===== src/rtl/uart_rx_frame_ctrl_if.sv =====
// ---------------------------------------------------------------------------
// uart_rx_frame_ctrl_if
// Payload stream between the UART frame controller and the packet consumer.
//   data  : payload byte
//   valid : data is valid
//   last  : final payload byte of the frame
//   ready : consumer accepts the byte
// master = frame controller (drives data/valid/last), slave = consumer.
// ---------------------------------------------------------------------------
interface uart_rx_frame_ctrl_if;
   logic [7:0] data;
   logic       valid;
   logic       last;
   logic       ready;

   modport master (output data, output valid, output last, input ready);
   modport slave  (input data, input valid, input last, output ready);
endinterface


===== src/rtl/uart_rx_frame_ctrl.sv =====
// ---------------------------------------------------------------------------
// uart_rx_frame_ctrl
// Parses the UART receiver byte stream into frames of the form
//   SYNC_BYTE, LEN, LEN payload bytes, CHK
// where CHK = (LEN + sum of payload) mod 256. Payload is buffered and only
// released on the output stream once the checksum matches; bad, oversize or
// stalled frames are dropped and flagged with a one-cycle pulse.
//
// Ports:
//   clkSys    : system clock
//   rst       : asynchronous active-high reset
//   ctrl_en   : block enable (low returns to HUNT, no error pulses)
//   rx_busy   : receiver busy; its falling edge marks a received byte
//   rx_byte   : receiver data, sampled on the busy falling edge
//   rx_en     : receiver enable
//   out       : payload stream (data/valid/last/ready)
//   frame_ok  : pulse, checksum matched
//   err_chk   : pulse, checksum mismatch
//   err_len   : pulse, LEN is 0 or larger than MAX_LEN
//   err_tmo   : pulse, inter-byte timeout
//   err_ovr   : pulse, byte dropped while draining
//   frame_cnt : good frame count, wraps
// ---------------------------------------------------------------------------
module uart_rx_frame_ctrl #(
   parameter int         MAX_LEN    = 16,
   parameter logic [7:0] SYNC_BYTE  = 8'hA5,
   parameter int         TMO_CYCLES = 400000
) (
   input  logic                 clkSys,
   input  logic                 rst,
   input  logic                 ctrl_en,
   input  logic                 rx_busy,
   input  logic [7:0]           rx_byte,
   output logic                 rx_en,
   uart_rx_frame_ctrl_if.master out,
   output logic                 frame_ok,
   output logic                 err_chk,
   output logic                 err_len,
   output logic                 err_tmo,
   output logic                 err_ovr,
   output logic [15:0]          frame_cnt
);

   localparam int LW = $clog2(MAX_LEN + 1);
   localparam int IW = (MAX_LEN > 1) ? $clog2(MAX_LEN) : 1;
   localparam int TW = $clog2(TMO_CYCLES + 1);
   localparam logic [TW-1:0] TMO_LAST = TW'(TMO_CYCLES - 1);
   localparam logic [TW-1:0] T_ONE    = TW'(1);
   localparam logic [LW-1:0] L_ONE    = LW'(1);

   typedef enum logic [2:0] {
      S_HUNT,
      S_LEN,
      S_PAYLOAD,
      S_CHK,
      S_DRAIN
   } state_t;

   state_t        state;
   logic          busy_p0;
   logic [LW-1:0] len;
   logic [LW-1:0] wr_idx;
   logic [LW-1:0] rd_idx;
   logic [7:0]    chk_sum;
   logic [TW-1:0] tmo_cnt;
   logic [7:0]    buf_mem [MAX_LEN];

   logic          stb;
   logic          len_ok;
   logic          timed;
   logic          tmo_hit;
   logic [LW-1:0] rd_nxt;

   // Gated by rst so the receiver is held off while the block is in reset.
   assign rx_en   = ctrl_en & ~rst;
   assign stb     = busy_p0 & ~rx_busy;
   assign len_ok  = (rx_byte != 8'd0) && (rx_byte <= 8'(MAX_LEN));
   assign timed   = (state == S_LEN) || (state == S_PAYLOAD) || (state == S_CHK);
   // A byte arriving in the expiry cycle takes priority over the timeout.
   assign tmo_hit = timed && !stb && (tmo_cnt == TMO_LAST);
   assign rd_nxt  = rd_idx + L_ONE;

   // Payload buffer: data only, contents undefined after reset.
   always_ff @(posedge clkSys) begin
      if (ctrl_en && (state == S_PAYLOAD) && stb)
         buf_mem[wr_idx[IW-1:0]] <= rx_byte;
   end

   always_ff @(posedge clkSys or posedge rst) begin
      if (rst) begin
         state     <= S_HUNT;
         busy_p0   <= 1'b0;
         len       <= '0;
         wr_idx    <= '0;
         rd_idx    <= '0;
         chk_sum   <= 8'd0;
         tmo_cnt   <= '0;
         out.data  <= 8'd0;
         out.valid <= 1'b0;
         out.last  <= 1'b0;
         frame_ok  <= 1'b0;
         err_chk   <= 1'b0;
         err_len   <= 1'b0;
         err_tmo   <= 1'b0;
         err_ovr   <= 1'b0;
         frame_cnt <= 16'd0;
      end else begin
         busy_p0  <= rx_busy;
         frame_ok <= 1'b0;
         err_chk  <= 1'b0;
         err_len  <= 1'b0;
         err_tmo  <= 1'b0;
         err_ovr  <= 1'b0;

         // Timeout counter only runs while a frame is being received.
         if (timed && !stb)
            tmo_cnt <= tmo_cnt + T_ONE;
         else
            tmo_cnt <= '0;

         if (!ctrl_en) begin
            state     <= S_HUNT;
            out.valid <= 1'b0;
            out.last  <= 1'b0;
            tmo_cnt   <= '0;
         end else begin
            case (state)
               S_HUNT: begin
                  if (stb && (rx_byte == SYNC_BYTE))
                     state <= S_LEN;
               end

               S_LEN: begin
                  if (stb) begin
                     if (len_ok) begin
                        len     <= rx_byte[LW-1:0];
                        chk_sum <= rx_byte;
                        wr_idx  <= '0;
                        state   <= S_PAYLOAD;
                     end else begin
                        err_len <= 1'b1;
                        state   <= S_HUNT;
                     end
                  end else if (tmo_hit) begin
                     err_tmo <= 1'b1;
                     state   <= S_HUNT;
                  end
               end

               S_PAYLOAD: begin
                  if (stb) begin
                     chk_sum <= chk_sum + rx_byte;
                     wr_idx  <= wr_idx + L_ONE;
                     if (wr_idx == (len - L_ONE))
                        state <= S_CHK;
                  end else if (tmo_hit) begin
                     err_tmo <= 1'b1;
                     state   <= S_HUNT;
                  end
               end

               S_CHK: begin
                  if (stb) begin
                     if (rx_byte == chk_sum) begin
                        frame_ok  <= 1'b1;
                        frame_cnt <= frame_cnt + 16'd1;
                        rd_idx    <= '0;
                        out.data  <= buf_mem[0];
                        out.last  <= (len == L_ONE);
                        out.valid <= 1'b1;
                        state     <= S_DRAIN;
                     end else begin
                        err_chk <= 1'b1;
                        state   <= S_HUNT;
                     end
                  end else if (tmo_hit) begin
                     err_tmo <= 1'b1;
                     state   <= S_HUNT;
                  end
               end

               S_DRAIN: begin
                  // Receiver keeps running while the buffer drains; bytes are lost.
                  if (stb)
                     err_ovr <= 1'b1;
                  if (out.valid && out.ready) begin
                     if (out.last) begin
                        out.valid <= 1'b0;
                        out.last  <= 1'b0;
                        state     <= S_HUNT;
                     end else begin
                        rd_idx   <= rd_nxt;
                        out.data <= buf_mem[rd_nxt[IW-1:0]];
                        out.last <= (rd_nxt == (len - L_ONE));
                     end
                  end
               end

               default: state <= S_HUNT;
            endcase
         end
      end
   end

endmodule


===== src/flat_wrapper.sv =====
// flat-port wrapper written by rule: the top's interface ports become plain ports
module uart_rx_frame_ctrl_flat 
#(
   parameter int         MAX_LEN    = 16,
   parameter logic [7:0] SYNC_BYTE  = 8'hA5,
   parameter int         TMO_CYCLES = 400000
)
  (clkSys, rst, ctrl_en, rx_busy, rx_byte, rx_en, frame_ok, err_chk, err_len, err_tmo, err_ovr, frame_cnt, out_data, out_valid, out_last, out_ready);
  uart_rx_frame_ctrl_if out_i ();
  input  logic clkSys;
  input  logic rst;
  input  logic ctrl_en;
  input  logic rx_busy;
  input  logic [7:0] rx_byte;
  output logic rx_en;
  output logic frame_ok;
  output logic err_chk;
  output logic err_len;
  output logic err_tmo;
  output logic err_ovr;
  output logic [15:0] frame_cnt;
  output wire logic [$bits(out_i.data)-1:0] out_data;
  output wire logic [$bits(out_i.valid)-1:0] out_valid;
  output wire logic [$bits(out_i.last)-1:0] out_last;
  input wire logic [$bits(out_i.ready)-1:0] out_ready;
  assign out_data = out_i.data;
  assign out_valid = out_i.valid;
  assign out_last = out_i.last;
  assign out_i.ready = out_ready;
  uart_rx_frame_ctrl #(.MAX_LEN(MAX_LEN), .SYNC_BYTE(SYNC_BYTE), .TMO_CYCLES(TMO_CYCLES)) u_core (.clkSys(clkSys), .rst(rst), .ctrl_en(ctrl_en), .rx_busy(rx_busy), .rx_byte(rx_byte), .rx_en(rx_en), .out(out_i), .frame_ok(frame_ok), .err_chk(err_chk), .err_len(err_len), .err_tmo(err_tmo), .err_ovr(err_ovr), .frame_cnt(frame_cnt));
endmodule

===== config.mk =====
export PLATFORM = sky130hd
export DESIGN_NAME = uart_rx_frame_ctrl_flat
export DESIGN_NICKNAME = d
export VERILOG_FILES = /design/src/rtl/uart_rx_frame_ctrl_if.sv /design/src/rtl/uart_rx_frame_ctrl.sv /design/src/flat_wrapper.sv
export SDC_FILE = /design/constraint.sdc
export NUM_CORES = 1
export LEC_CHECK = 0
export BUFFER_PORTS_ARGS = -buffer_cell sky130_fd_sc_hd__buf_2
export CAP_MARGIN = 15
export CELL_PAD_IN_SITES_DETAIL_PLACEMENT = 0
export CELL_PAD_IN_SITES_GLOBAL_PLACEMENT = 2
export CORE_AREA = 2 2 196 198
export DETAILED_ROUTE_END_ITERATION = 10
export DIE_AREA = 0 0 198 200
export HOLD_SLACK_MARGIN = 0.02
export PLACE_DENSITY = 0.55
export SLEW_MARGIN = 20
export SYNTH_ARGS = -nofsm -noshare
export SYNTH_HDL_FRONTEND = slang
export SYNTH_SLANG_ARGS = --single-unit

===== constraint.sdc =====
create_clock -name clkSys -period 3.1 [get_ports clkSys]
set_input_delay 0.62 -clock clkSys [delete_from_list [all_inputs] [get_ports clkSys]]
set_output_delay 0.62 -clock clkSys [all_outputs]
set_load 0.05 [all_outputs]

# Word-level counts from Yosys, hierarchy flattened
# Memories as Yosys holds them, arrays and structs flattened.
# Cells that the tools add are included.
# classes
add_sub_neg	6
order_cmp	1
n_eq_ne	24
n_mux	65
bitwise_logic	4
reduce_logical	22
# op_table
operator	count
$mux W8	7
$mux W19	2
$mux W5	7
$pmux W8 S2	2
$mux W1	31
$mux W3	10
$pmux W5 S2	2
$add A19 B1 Y19 const B	1
$eq A19 B19 Y1 const B	1
$add A16 B1 Y16 const B	1
$reduce_and A4 Y1	4
$pmux W3 S5	1
$ne A3 B2 Y1 const B	4
$add A5 B1 Y5 const B	2
$eq A5 B5 Y1	2
$ne A2 B1 Y1 const B	5
$reduce_and A5 Y1	2
$add A8 B8 Y8	1
$eq A8 B8 Y1	1
$eq A8 B8 Y1 const B	1
$le A8 B5 Y1 const B	1
$reduce_bool A8 Y1	1
$logic_and A1 B1 Y1	7
$eq A3 B2 Y1 const B	2
18 further kinds	24
# word_totals
reg_bits	77
mem_bits_rw	128
input_bits	13
out_inout_bits	32
wordCells	139
n_memories	1
# memory_table
memory	words	width	read_ports	rd_clocked_by_memory_dff	wr	line	rtl
u_core.buf_mem	16	8	2	0	1	uart_rx_frame_ctrl.sv:66	logic [7:0] buf_mem [MAX_LEN];

# Depth between registers and ports, before layout
# logic_depth
depth_word	9
ltp_mapped	8
depth_no_buf	8

# Least setup slack after synthesis
# Ideal clock, no wire load.
# synth_path
kind	input -> register
from	input port ctrl_en
to	memory u_core.buf_mem[3][0] (enable)
setup_time_ns	0.395
arrival_ns	1.992
t_required_ns	2.705
slack_ns	0.714
stages	4
path_buffers	1
cell_sequence	buf_2 > and4bb_2 > nand2_1 > nor4_1
# synth_via
elab_chain_len	4
# synth_rtl
item	line	rtl
start: declaration	flat_wrapper.sv:12	input logic ctrl_en;
$logic_and A1 B1 Y1 (2 in a row)	uart_rx_frame_ctrl.sv:85	if (ctrl_en && (state == S_PAYLOAD) && stb)
$mux W1	uart_rx_frame_ctrl.sv:85	
$mux W1 (not written as such)	uart_rx_frame_ctrl.sv:86	buf_mem[wr_idx[IW-1:0]] <= rx_byte;
end: declaration	uart_rx_frame_ctrl.sv:66	
# No other way between the ends.

# Final worst setup path
# layout_path
from	register u_core.chk_sum[4]
to	register u_core.frame_cnt[7]
# layout_via
elab_chain_len	2
# layout_rtl
item	line	rtl
start: declaration	uart_rx_frame_ctrl.sv:64	logic [7:0] chk_sum;
start signal: assignment	uart_rx_frame_ctrl.sv:137	chk_sum <= rx_byte;
start signal: assignment	uart_rx_frame_ctrl.sv:152	chk_sum <= chk_sum + rx_byte;
$eq A8 B8 Y1	uart_rx_frame_ctrl.sv:164	if (rx_byte == chk_sum) begin
$reduce_and A4 Y1 (no line)	--	
end signal: assignment	uart_rx_frame_ctrl.sv:166	frame_cnt <= frame_cnt + 16'd1;
end: declaration	uart_rx_frame_ctrl.sv:41	output logic [15:0] frame_cnt
# No other way between the ends.
# A chain may end at the register's enable or synchronous reset.

==> impl_metrics.ini <==
[floorplanning]
fp.dieH_um = 200
fp-row-count = 71
die_area_um2 = 39600
io_pins = 45
initial_utilization_pct = 24.87
die_w_um = 198
core_area_um2 = 37400

[power_and_ir_drop]
p_per_area_nw_per_um2 = 519.6
ir_worst_vdd_mv = 0.2536
p_leak_nw = 4.061
p_total_mw = 5.716

[route]
drcViolationCount = 0
drt-wirelength-per-cell_um = 18.51
vias_per_cell = 4.432
dr.pass1.iters = 5
wirelength_um = 22730
vias = 5443
drt-initial-drc-count = 310
ant_nets = 0

[worst_setup_path]
start_kind = flop
cp.arrival_ps = 2870
path_max_fanout = 6
required_ps = 3530
end_kind = flop
crit_type = flop to flop

[cts]
post-cts-setup-buffer-count = 0
cts_root_buffer = clkbuf_16
cts_tree = built
cts-hold-fix-buffers = 0
cts_buffers = 24
cts_sinks = 205
htree_levels = 1
path_clk_slew_ps = 60
insertion_delay_ps = 520
ctsResizeCount = 0
cts_buffer_depth = 3

[cells_and_area]
fin_nets = 730
diodes = 0
syn_to_final_growth_pct = 18.27
final_common_cell = edfxtp_1
layout-drive-gt1-share_pct = 19.67
mostFrequentLayoutCells = 128 x edfxtp_1, 76 x dfrtp_1, 44 x buf_2, 42 x nor2_1, 35 x nand2_1
fin_util_pct = 29.41
fin_cells = 1228

[placed_design]
pre_cts_slack_ps = 224.6
place_inst = 1185
portBuffers = 44
dp_hpwl_um = 15310
gp_congestion = 0.7190

[yosys]
async_flop_share_pct = 37.56
synth_top_family_by_area = multiplexers
ys.flop_type = edfxtp_1
yosys_register_bits = 205
synth_area_um2 = 9301
ys_seq_area_share_pct = 62.04
synth_edf_count = 128
synth_fp_nets = 654
synth-compound-area-share_pct = 5.098
synth-adder-area-share_pct = 2.368
yosys_warnings = 0
synth.area.mux_share_pct = 11.65
yosys.area_share.simple_pct = 11.47
synth.distinct_cells = 71
synthXorXnorAreaFrac_pct = 4.870
synth_area_per_cell_um2 = 14.91
synth_cells = 624

[sta]
setup_viol = 0
rsz0062_at_grt = no
worst_slew_pin_slew_ps = 672.0
layout_setup_ws_ps = 667.3
clock_skew_ps = 16.89
slew_violations = 0
setup-tns-final_ps = 0
max_freq_mhz = 411.1
period_needed_ps = 2433
hold_violations = 0
slew_headroom_pct = 55.20
post-route-period-util_pct = 78.48

[worst_hold_path]
hold_class = primary input to asynchronous set/reset pin

[outcome]
run_status = finished, final reports clean

[global_routing]
overflow = 0
grt.total_usage_pct = 11.84
grt_pass1_wl_um = 35340
antenna_found_initial = 0
grt_pass1_vias = 5713
grt_max_degree = 65

[run]
maxCapViolations = 0
## flip-flops by register name, indices dropped and copies added (netlist names)
register and flops:
u_core.chk_sum 8, u_core.err_len 1, u_core.buf_mem 128, u_core.out.last 1, u_core.frame_ok 1, u_core.err_tmo 1, u_core.tmo_cnt 19, u_core.frame_cnt 16
u_core.len 5, u_core.err_chk 1, u_core.out.data 8, u_core.out.valid 1, u_core.state 3, u_core.err_ovr 1, u_core.wr_idx 5, u_core.busy_p0 1
u_core.rd_idx 5
## through the flow
stage / instance area [um2] / hold WS (ps)
floorplan: 9301 / 455.1
global placement: 10250 / 470.3
detailed placement: 10250 / 463.3
CTS: 11000 / 26.01
global route: 11000 / 40.14
finish: 11000 / 37.24
## critical path, stage by stage (launching register included)
cell     delay (ps)
dfrtp_1         380
ha_1            350
nor3_1          520
nand3_1         340
or3b_1          490
nor2_1          140
xnor2_1         130
## synth_stat cells (2+ instances only)
master / count / area, um2
edfxtp_1: 128 / 3844
dfrtp_1: 77 / 1927
nor2_1: 42 / 157.7
nand2_1: 35 / 131.4
xnor2_1: 33 / 289.0
mux4_1: 25 / 656.9
nand3_1: 23 / 115.1
and2_1: 18 / 112.6
ha_1: 16 / 200.2
inv_1: 16 / 60.06
mux4_2: 15 / 337.8
xor2_1: 15 / 131.4
nand4_1: 14 / 87.58
o21ai_0: 14 / 70.07
a31oi_1: 11 / 68.82
nor3_1: 11 / 55.05
a21oi_1: 9 / 45.04
and3_1: 8 / 50.05
nor2b_1: 8 / 50.05
mux2_2: 7 / 78.83
clkbuf_1: 6 / 22.52
nand2b_1: 6 / 37.54
buf_6: 5 / 56.30
nor3b_1: 5 / 37.54
nor4_1: 5 / 31.28
or3_1: 4 / 25.02
a211oi_1: 3 / 22.52
a21boi_0: 3 / 22.52
buf_2: 3 / 15.01
buf_4: 3 / 22.52
nor4b_1: 3 / 26.28
o211ai_1: 3 / 22.52
o31ai_1: 3 / 22.52
a21o_1: 2 / 15.01
a22o_1: 2 / 17.52
and4bb_2: 2 / 25.02
dlygate4sd1_1: 2 / 17.52
nor3_2: 2 / 20.02
o2bb2ai_1: 2 / 17.52
o41ai_1: 2 / 17.52
or4_1: 2 / 15.01
xor2_2: 2 / 32.53
## kinds of logic after synthesis
logic type / after synthesis
DFF: 205
buffers and inverters: 38
muxes: 48
adders and majority gates: 17
AOI/OAI and AO/OA: 68
xor gates and xnor gates: 50
and+or+nand+nor: 198
## routing by layer
metal	wire length (um)	up-vias	part of all wire [%]	GRT usage [%]
li1	-	2562	-	-
met1	10950	2781	48	16.53
met2	10660	77	47	19.38
met3	815	23	3.6	1.949
met4	302	0	1.3	2.729
met5	0	-	0	0
## path summary, 6_finish.rpt
| check | start | to | slack, ps | cells past startpoint |
|---|---|---|---|---|
| setup / recovery | u_core.chk_sum[4] | u_core.frame_cnt[7] | 670 | 6 |
| hold / removal | rst | u_core.out.data[3] | 40 | 2 |
| setup reg to reg | u_core.chk_sum[4] | u_core.frame_cnt[7] | 670 | 6 |
| hold reg to reg | u_core.frame_cnt[15] | u_core.frame_cnt[15] | 460 | 1 |
| max in group asynchronous | rst | u_core.tmo_cnt[3] | 2420 | 3 |
| min in group clkSys | rx_busy | u_core.busy_p0 | 280 | 1 |
## where the power goes
group          total (mW)  internal, mW  switching (mW)
logic               0.131        0.0357          0.0956
registers            2.91          2.91        0.000813
clock network        2.67          1.59            1.09
total                5.72          4.53            1.18
## layout make-up
type	count	area (um2)
Clock buffer	34	669.4
Clock inverter	9	80.08
Fill cell	3732	26400
Inverter	16	61.31
Multi-Input combinational cell	381	3298
Sequential cell	205	5772
Tap cell	511	639.4
Timing Repair Buffer	72	480.5
Power figures use the tool's default switching activity.
